## config.mk

```make
export PLATFORM = sky130hd
export DESIGN_NAME = prog_timer
export DESIGN_NICKNAME = d
export VERILOG_FILES = /design/src/rtl/prog_timer_pkg.sv /design/src/rtl/timer_channel.sv /design/src/rtl/prog_timer.sv
export SDC_FILE = /design/constraint.sdc
export NUM_CORES = 1
export LEC_CHECK = 0
export BUFFER_PORTS_ARGS = -buffer_cell sky130_fd_sc_hd__buf_2
export CAP_MARGIN = 20
export CORE_AREA = 5 5 135 169
export CTS_BUF_LIST = sky130_fd_sc_hd__clkbuf_4
export DETAILED_ROUTE_END_ITERATION = 16
export DIE_AREA = 0 0 140 174
export SYNTH_ARGS = -nofsm -noshare
export SYNTH_HDL_FRONTEND = slang
export SYNTH_SLANG_ARGS = --single-unit
```

## constraint.sdc

```tcl
create_clock -name clk -period 4.9 [get_ports clk]
set_clock_uncertainty 0.1 [all_clocks]
set_input_delay 0.98 -clock clk [delete_from_list [all_inputs] [get_ports clk]]
set_output_delay 0.98 -clock clk [all_outputs]
set_load 0.005 [all_outputs]
```

## src/rtl/prog_timer_pkg.sv

```systemverilog
// Shared types and helpers for the multi-channel programmable countdown timer.
package prog_timer_pkg;

  typedef enum logic {IDLE = 1'b0, RUN = 1'b1} tstate_t;
  typedef enum logic {ONESHOT = 1'b0, PERIODIC = 1'b1} tmode_t;

  // Prescaler register width; a one-bit counter is the floor even when PRESCALE <= 2.
  function automatic int presc_width(input int prescale);
    return (prescale <= 2) ? 1 : $clog2(prescale);
  endfunction

endpackage

```

## src/rtl/timer_channel.sv

```systemverilog
// One countdown channel: start/restart, stop, pause, one-shot or periodic reload.
// Edge priority is stop > start > tick; expire is a registered one-cycle pulse.
module timer_channel
  import prog_timer_pkg::*;
#(
  parameter int CW = 16
) (
  input  logic          clk,
  input  logic          rst,
  input  logic          tick,
  input  logic          start,
  input  logic          stop,
  input  logic          pause,
  input  logic          mode,
  input  logic [CW-1:0] load_val,
  output logic          busy,
  output logic          expire,
  output logic [CW-1:0] count
);

  tstate_t       state, state_nxt;
  tmode_t        mode_q, mode_nxt;
  logic [CW-1:0] period_q, period_nxt;
  logic [CW-1:0] count_nxt;
  logic          expire_nxt;

  always_ff @(posedge clk or posedge rst) begin
    if (rst) begin
      state    <= IDLE;
      mode_q   <= ONESHOT;
      period_q <= '0;
      count    <= '0;
      expire   <= 1'b0;
    end else begin
      state    <= state_nxt;
      mode_q   <= mode_nxt;
      period_q <= period_nxt;
      count    <= count_nxt;
      expire   <= expire_nxt;
    end
  end

  always_comb begin
    state_nxt  = state;
    mode_nxt   = mode_q;
    period_nxt = period_q;
    count_nxt  = count;
    expire_nxt = 1'b0;
    if (stop) begin
      state_nxt = IDLE;
      count_nxt = '0;
    end else if (start && (load_val != '0)) begin
      state_nxt  = RUN;
      mode_nxt   = tmode_t'(mode);
      period_nxt = load_val;
      count_nxt  = load_val - CW'(1);
    end else if ((state == RUN) && tick && !pause) begin
      if (count != '0) begin
        count_nxt = count - CW'(1);
      end else begin
        // Terminal tick: reload is the only way out of zero while running.
        expire_nxt = 1'b1;
        if (mode_q == PERIODIC) count_nxt = period_q - CW'(1);
        else                    state_nxt = IDLE;
      end
    end
  end

  // busy is the externally visible view of the channel state register.
  assign busy = (state == RUN);

endmodule

```

## src/rtl/prog_timer.sv

```systemverilog
// Multi-channel programmable countdown timer: one free-running prescaler
// shared by NCH independent timer_channel instances.
module prog_timer
  import prog_timer_pkg::*;
#(
  parameter int NCH      = 4,
  parameter int CW       = 16,
  parameter int PRESCALE = 1
) (
  input  logic              clk,
  input  logic              rst,
  input  logic [NCH-1:0]    start,
  input  logic [NCH-1:0]    stop,
  input  logic [NCH-1:0]    pause,
  input  logic [NCH-1:0]    mode,
  input  logic [NCH*CW-1:0] load_val,
  output logic [NCH-1:0]    busy,
  output logic [NCH-1:0]    expire,
  output logic [NCH*CW-1:0] count
);

  logic tick;

  generate
    if (PRESCALE == 1) begin : g_no_presc
      assign tick = 1'b1;
    end else begin : g_presc
      localparam int PW = presc_width(PRESCALE);
      logic [PW-1:0] presc;

      // Never touched by channel controls, so tick phase is global.
      always_ff @(posedge clk or posedge rst) begin
        if (rst)                             presc <= '0;
        else if (presc == PW'(PRESCALE - 1)) presc <= '0;
        else                                 presc <= presc + PW'(1);
      end

      assign tick = (presc == PW'(PRESCALE - 1));
    end
  endgenerate

  generate
    for (genvar i = 0; i < NCH; i++) begin : g_ch
      timer_channel #(.CW(CW)) u_ch (
        .clk      (clk),
        .rst      (rst),
        .tick     (tick),
        .start    (start[i]),
        .stop     (stop[i]),
        .pause    (pause[i]),
        .mode     (mode[i]),
        .load_val (load_val[i*CW +: CW]),
        .busy     (busy[i]),
        .expire   (expire[i]),
        .count    (count[i*CW +: CW])
      );
    end
  endgenerate

endmodule

```

==> impl_results.html <==
<table>
<tr><th>Metric</th><th>Value</th></tr>
<tr><th colspan="2">Yosys</th></tr>
<tr><td>Number of instances in the synthesized netlist</td><td>between 800 and 900</td></tr>
<tr><td>Yosys cell types</td><td>64</td></tr>
<tr><td>Cell accounting for the most synthesized area</td><td>dfrtp_1</td></tr>
<tr><td>Commonest cells in the synthesized netlist</td><td>140 x dfrtp_1, 76 x nand2_1, 71 x mux2_2</td></tr>
<tr><td>Most used standard cell by instance count after synthesis</td><td>dfrtp_1</td></tr>
<tr><td>Adder-Cell Fraction of Synth Area</td><td>0.607%</td></tr>
<tr><td>Most frequently used flop master after synthesis</td><td>dfrtp_1</td></tr>
<tr><td>Fraction of synthesis flops using an asynchronous set or reset pin</td><td>between 90% and 100%</td></tr>
<tr><td>Portion of netlist area occupied by mux cells</td><td>11.3%</td></tr>
<tr><td>Area share of and/or/nand/nor cells after synthesis</td><td>16.4%</td></tr>
<tr><td>Compound-cell area share of the yosys netlist</td><td>20.4%</td></tr>
<tr><td>Post-synth EDFFs</td><td>0</td></tr>
<tr><td>Combinational family with the most area after synthesis</td><td>compound AO/OA/AOI/OAI gates</td></tr>
<tr><td>YS warnings</td><td>0</td></tr>
<tr><td>Number of nets produced by synthesis</td><td>935</td></tr>
<tr><td>XOR/XNOR share of the synthesized area</td><td>5.73%</td></tr>
<tr><td>Sequential share of the synthesized area</td><td>42.5%</td></tr>
<tr><td>Proportion of netlist area held by the largest area contributor</td><td>42.5%</td></tr>
<tr><td>Per-instance average area after synthesis</td><td>9.72 µm²</td></tr>
<tr><td>Cell types occupying the most area after synthesis</td><td>dfrtp_1 42%, mux2_2 9.7%, a22o_1 4.6%</td></tr>
<tr><td>Area of the mapped netlist</td><td>a little over 0.008 mm²</td></tr>
<tr><td>Number of storage elements in the synthesis netlist</td><td>140</td></tr>
<tr><th colspan="2">Timing</th></tr>
<tr><td>Hold Violations, Final</td><td>0</td></tr>
<tr><td>Ratio of final minimum period to clock period</td><td>76.4%</td></tr>
<tr><td>Transition time at the pin with the least slew margin</td><td>~1.1 ns</td></tr>
<tr><td>Setup repair after global routing missed its margin</td><td>no</td></tr>
<tr><td>Setup tns final</td><td>0 ns</td></tr>
<tr><td>Final setup violation count</td><td>0</td></tr>
<tr><td>Slack of the critical path</td><td>1.16 ns</td></tr>
<tr><td>Minimum clock period after layout</td><td>about 3.7 ns</td></tr>
<tr><td>Max-slew headroom at the worst pin</td><td>26.9%</td></tr>
<tr><td>Max-slew violation count</td><td>0</td></tr>
<tr><td>Timing-limited maximum frequency</td><td>about 0.27 GHz</td></tr>
<tr><th colspan="2">Global routing</th></tr>
<tr><td>Overall global routing resource usage</td><td>about a fifth</td></tr>
<tr><td>Maximum number of pins on one net before global-route repair</td><td>106</td></tr>
<tr><td>Number of global-route vias before repair</td><td>7487</td></tr>
<tr><td>Global-route wire length before repair</td><td>38.9 mm</td></tr>
<tr><td>Antenna violations before repair</td><td>2</td></tr>
<tr><td>Grt ovf</td><td>0</td></tr>
<tr><th colspan="2">Setup path</th></tr>
<tr><td>Cell Chain, Critical Path</td><td>buf_2 -&gt; nor4_1 -&gt; nand4_2 -&gt; o41a_1 -&gt; buf_4 -&gt; o31a_1 -&gt; or4_4 -&gt; nor4_2 -&gt; xor2_1 -&gt; a22o_1</td></tr>
<tr><td>CP Data Required Time</td><td>5.24 ns</td></tr>
<tr><td>Crit path depth</td><td>10</td></tr>
<tr><td>Delay of the slowest cell on the worst path</td><td>about 0.56 ns</td></tr>
<tr><td>Crit path buf inv count</td><td>2</td></tr>
<tr><td>Cell with the largest stage delay on the worst path</td><td>o41a_1</td></tr>
<tr><td>Arrival time reported for the critical path endpoint</td><td>around 4.1 ns</td></tr>
<tr><td>Critical Path Start Type</td><td>input port</td></tr>
<tr><td>Cells on worst reg2reg path</td><td>15</td></tr>
<tr><td>Crit-path max FO</td><td>12</td></tr>
<tr><td>Critical path's top delay family</td><td>simple AND/OR/NAND/NOR gates</td></tr>
<tr><td>Start-to-end type of the worst setup path</td><td>input port to register</td></tr>
<tr><td>Worst Setup End Kind</td><td>register</td></tr>
<tr><th colspan="2">Floorplanning</th></tr>
<tr><td>Die Height</td><td>174 µm</td></tr>
<tr><td>Number of rows in the core area</td><td>60</td></tr>
<tr><td>Initial core utilization</td><td>39.0%</td></tr>
<tr><td>Floorplan core area</td><td>0.0212 mm²</td></tr>
<tr><td>Io pins</td><td>about 150</td></tr>
<tr><td>X dimension of the die</td><td>between 100 and 150 µm</td></tr>
<tr><td>Die Area</td><td>approximately 0.024 mm²</td></tr>
<tr><th colspan="2">Worst hold path</th></tr>
<tr><td>Path type of the worst min-delay path</td><td>input port to async pin</td></tr>
<tr><th colspan="2">Clock tree</th></tr>
<tr><td>Post-CTS Hold Buffers</td><td>0</td></tr>
<tr><td>TritonCTS clock tree</td><td>built</td></tr>
<tr><td>Clock Tree Buf Depth</td><td>2</td></tr>
<tr><td>Number of sinks driven by the clock tree</td><td>140</td></tr>
<tr><td>CTS H-Tree Depth</td><td>4</td></tr>
<tr><td>Number of setup buffers added after CTS</td><td>0</td></tr>
<tr><td>Number of buffers created by CTS</td><td>17</td></tr>
<tr><td>Worst skew pair latency</td><td>0.55 ns</td></tr>
<tr><td>Number of gates given a new drive strength after cts</td><td>0</td></tr>
<tr><td>Clock transition at the registers of the reported paths</td><td>0.15 ns</td></tr>
<tr><td>Buffer type at the clock tree root</td><td>clkbuf_4</td></tr>
<tr><th colspan="2">Run</th></tr>
<tr><td>Number of violations of the max-capacitance limit</td><td>0</td></tr>
<tr><th colspan="2">Place</th></tr>
<tr><td>Weighted congestion at the end of routability-driven global placement</td><td>0.861</td></tr>
<tr><td>Number of buffers inserted by port buffering</td><td>153</td></tr>
<tr><td>Sum of net half-perimeters after detailed placement</td><td>17.3 mm</td></tr>
<tr><td>Worst setup slack after placement</td><td>0.579 ns</td></tr>
<tr><th colspan="2">Finish</th></tr>
<tr><td>Layout cell share with drive strength beyond 1</td><td>30.6%</td></tr>
<tr><td>Register cell area after layout</td><td>roughly 0.0035 mm²</td></tr>
<tr><td>Area Growth Syn to Fin</td><td>16.7%</td></tr>
<tr><td>Utilization after layout</td><td>45.5%</td></tr>
<tr><td>Layout filler cell count</td><td>2087</td></tr>
<tr><td>Area of combinational cells with multiple inputs</td><td>0.00451 mm²</td></tr>
<tr><td>Layout Nets</td><td>1077</td></tr>
<tr><th colspan="2">Detailed routing</th></tr>
<tr><td>1st-iter DRT viols</td><td>314</td></tr>
<tr><td>Detail Route Antenna Nets</td><td>0</td></tr>
<tr><td>Via total after detailed routing</td><td>around 7300</td></tr>
<tr><td>Number of remaining DRC errors</td><td>0</td></tr>
<tr><td>Total Wirelength</td><td>23.8 mm</td></tr>
<tr><td>Routed via count divided by cell count</td><td>~5.7</td></tr>
<tr><td>Initial DRT Pass Iterations</td><td>5</td></tr>
<tr><td>Average routed wire per standard cell</td><td>18.6 µm</td></tr>
<tr><th colspan="2">Power and ir drop</th></tr>
<tr><td>Pwr Density</td><td>320 mW/mm²</td></tr>
<tr><td>Static Leak</td><td>4.23 nW</td></tr>
<tr><td>Power, Total</td><td>between 0.003 and 0.004 W</td></tr>
<tr><td>Largest voltage drop on the vdd net</td><td>0.000146 V</td></tr>
<tr><th colspan="2">Status</th></tr>
<tr><td>Status</td><td>completed</td></tr>
</table>
-- worst register-to-register path, stage by stage, from the launching register on --
cell	delay, ns
dfrtp_1	0.53
nor3_1	0.13
nor3b_1	0.15
buf_4	0.19
and2_0	0.28
a21oi_1	0.20
nor2_1	0.05
a21oi_1	0.19
ha_1	0.24
or3b_2	0.45
a31oi_1	0.21
mux2i_1	0.18
nor2_1	0.29
nand3_1	0.13
xnor2_1	0.15
o31ai_1	0.21
-- state kept, by name, indices dropped and copies added, names as in the netlist --
name / count
g_ch.u_ch.busy: 4
g_ch.u_ch.count: 64
g_ch.u_ch.expire: 4
g_ch.u_ch.mode_q: 4
g_ch.u_ch.period_q: 64
-- placed cells by master (no fill, tap or decap), types with 13 or more instances in the layout --
master    count
a21oi_1      49
a22o_1       43
a31oi_1      21
buf_2       153
buf_4        21
clkbuf_4     19
dfrtp_1     140
mux2_2       71
mux2i_1      13
nand2_1      76
nand2b_1     14
nor2_1       66
nor3_1       23
nor4_1       18
o21ai_0      44
o31ai_1      18
or3_1        15
xnor2_1      32
xor2_1       22
-- power breakdown --
| group | leakage (nW) | switching (W) | total [W] | internal [W] |
|---|---|---|---|---|
| combinational | 2.34 | 0.000454 | 0.000846 | 0.000393 |
| clock | 0.144 | 0.000454 | 0.000771 | 0.000316 |
| sequential | 1.74 | 0.000156 | 0.00146 | 0.00131 |
-- cells by family after synthesis --
group,after synthesis
and+or+nand+nor,269
AOI/OAI and AO/OA,239
DFF,140
muxes,84
buffers and inverters,59
xor gates and xnor gates,54
adders and majority gates,4
-- per-layer routing --
metal / vias to the layer above / track usage (%) / share of wire, %
li1: 3459 / - / -
met1: 3626 / 24.4 / 42
met2: 200 / 33.4 / 50
met3: 40 / 4.18 / 5.2
met4: 2 / 6.74 / 2.0
met5: - / 0 / 0.055
-- path summary, 6_finish.rpt --
check	startpoint	to	slack [ns]
setup / recovery	load_val[54]	g_ch[3].u_ch.count[15]	1.16
hold / removal	rst	g_ch[1].u_ch.count[7]	0.33
setup reg to reg	g_ch[1].u_ch.count[3]	g_ch[1].u_ch.count[10]	1.16
hold reg to reg	g_ch[3].u_ch.period_q[11]	g_ch[3].u_ch.period_q[11]	0.41
max in group asynchronous	rst	g_ch[0].u_ch.count[0]	3.49
min in group clk	g_ch[3].u_ch.period_q[11]	g_ch[3].u_ch.period_q[11]	0.41
-- metrics by stage --
step	instance area, µm²	hold WS (ns)	std cells
after global routing	9630	0.315	1284
final	9630	0.331	1284
after CTS	9600	0.407	1282
after detailed placement	9320	0.374	1250
after global placement	9320	0.364	1250
after floorplan	8250	0.350	849
-- area by class of cell --
class                           instances  area share (%)
Inverter                                7           0.325
Timing Repair Buffer                  175            9.87
Antenna cell                            1          0.0260
Sequential cell                       140            36.4
Multi-Input combinational cell        650            46.8
Clock buffer                           19            1.48
Tap cell                              279            3.62
Clock inverter                         13            1.44
Note: power is estimated with default switching activity, not from simulation.
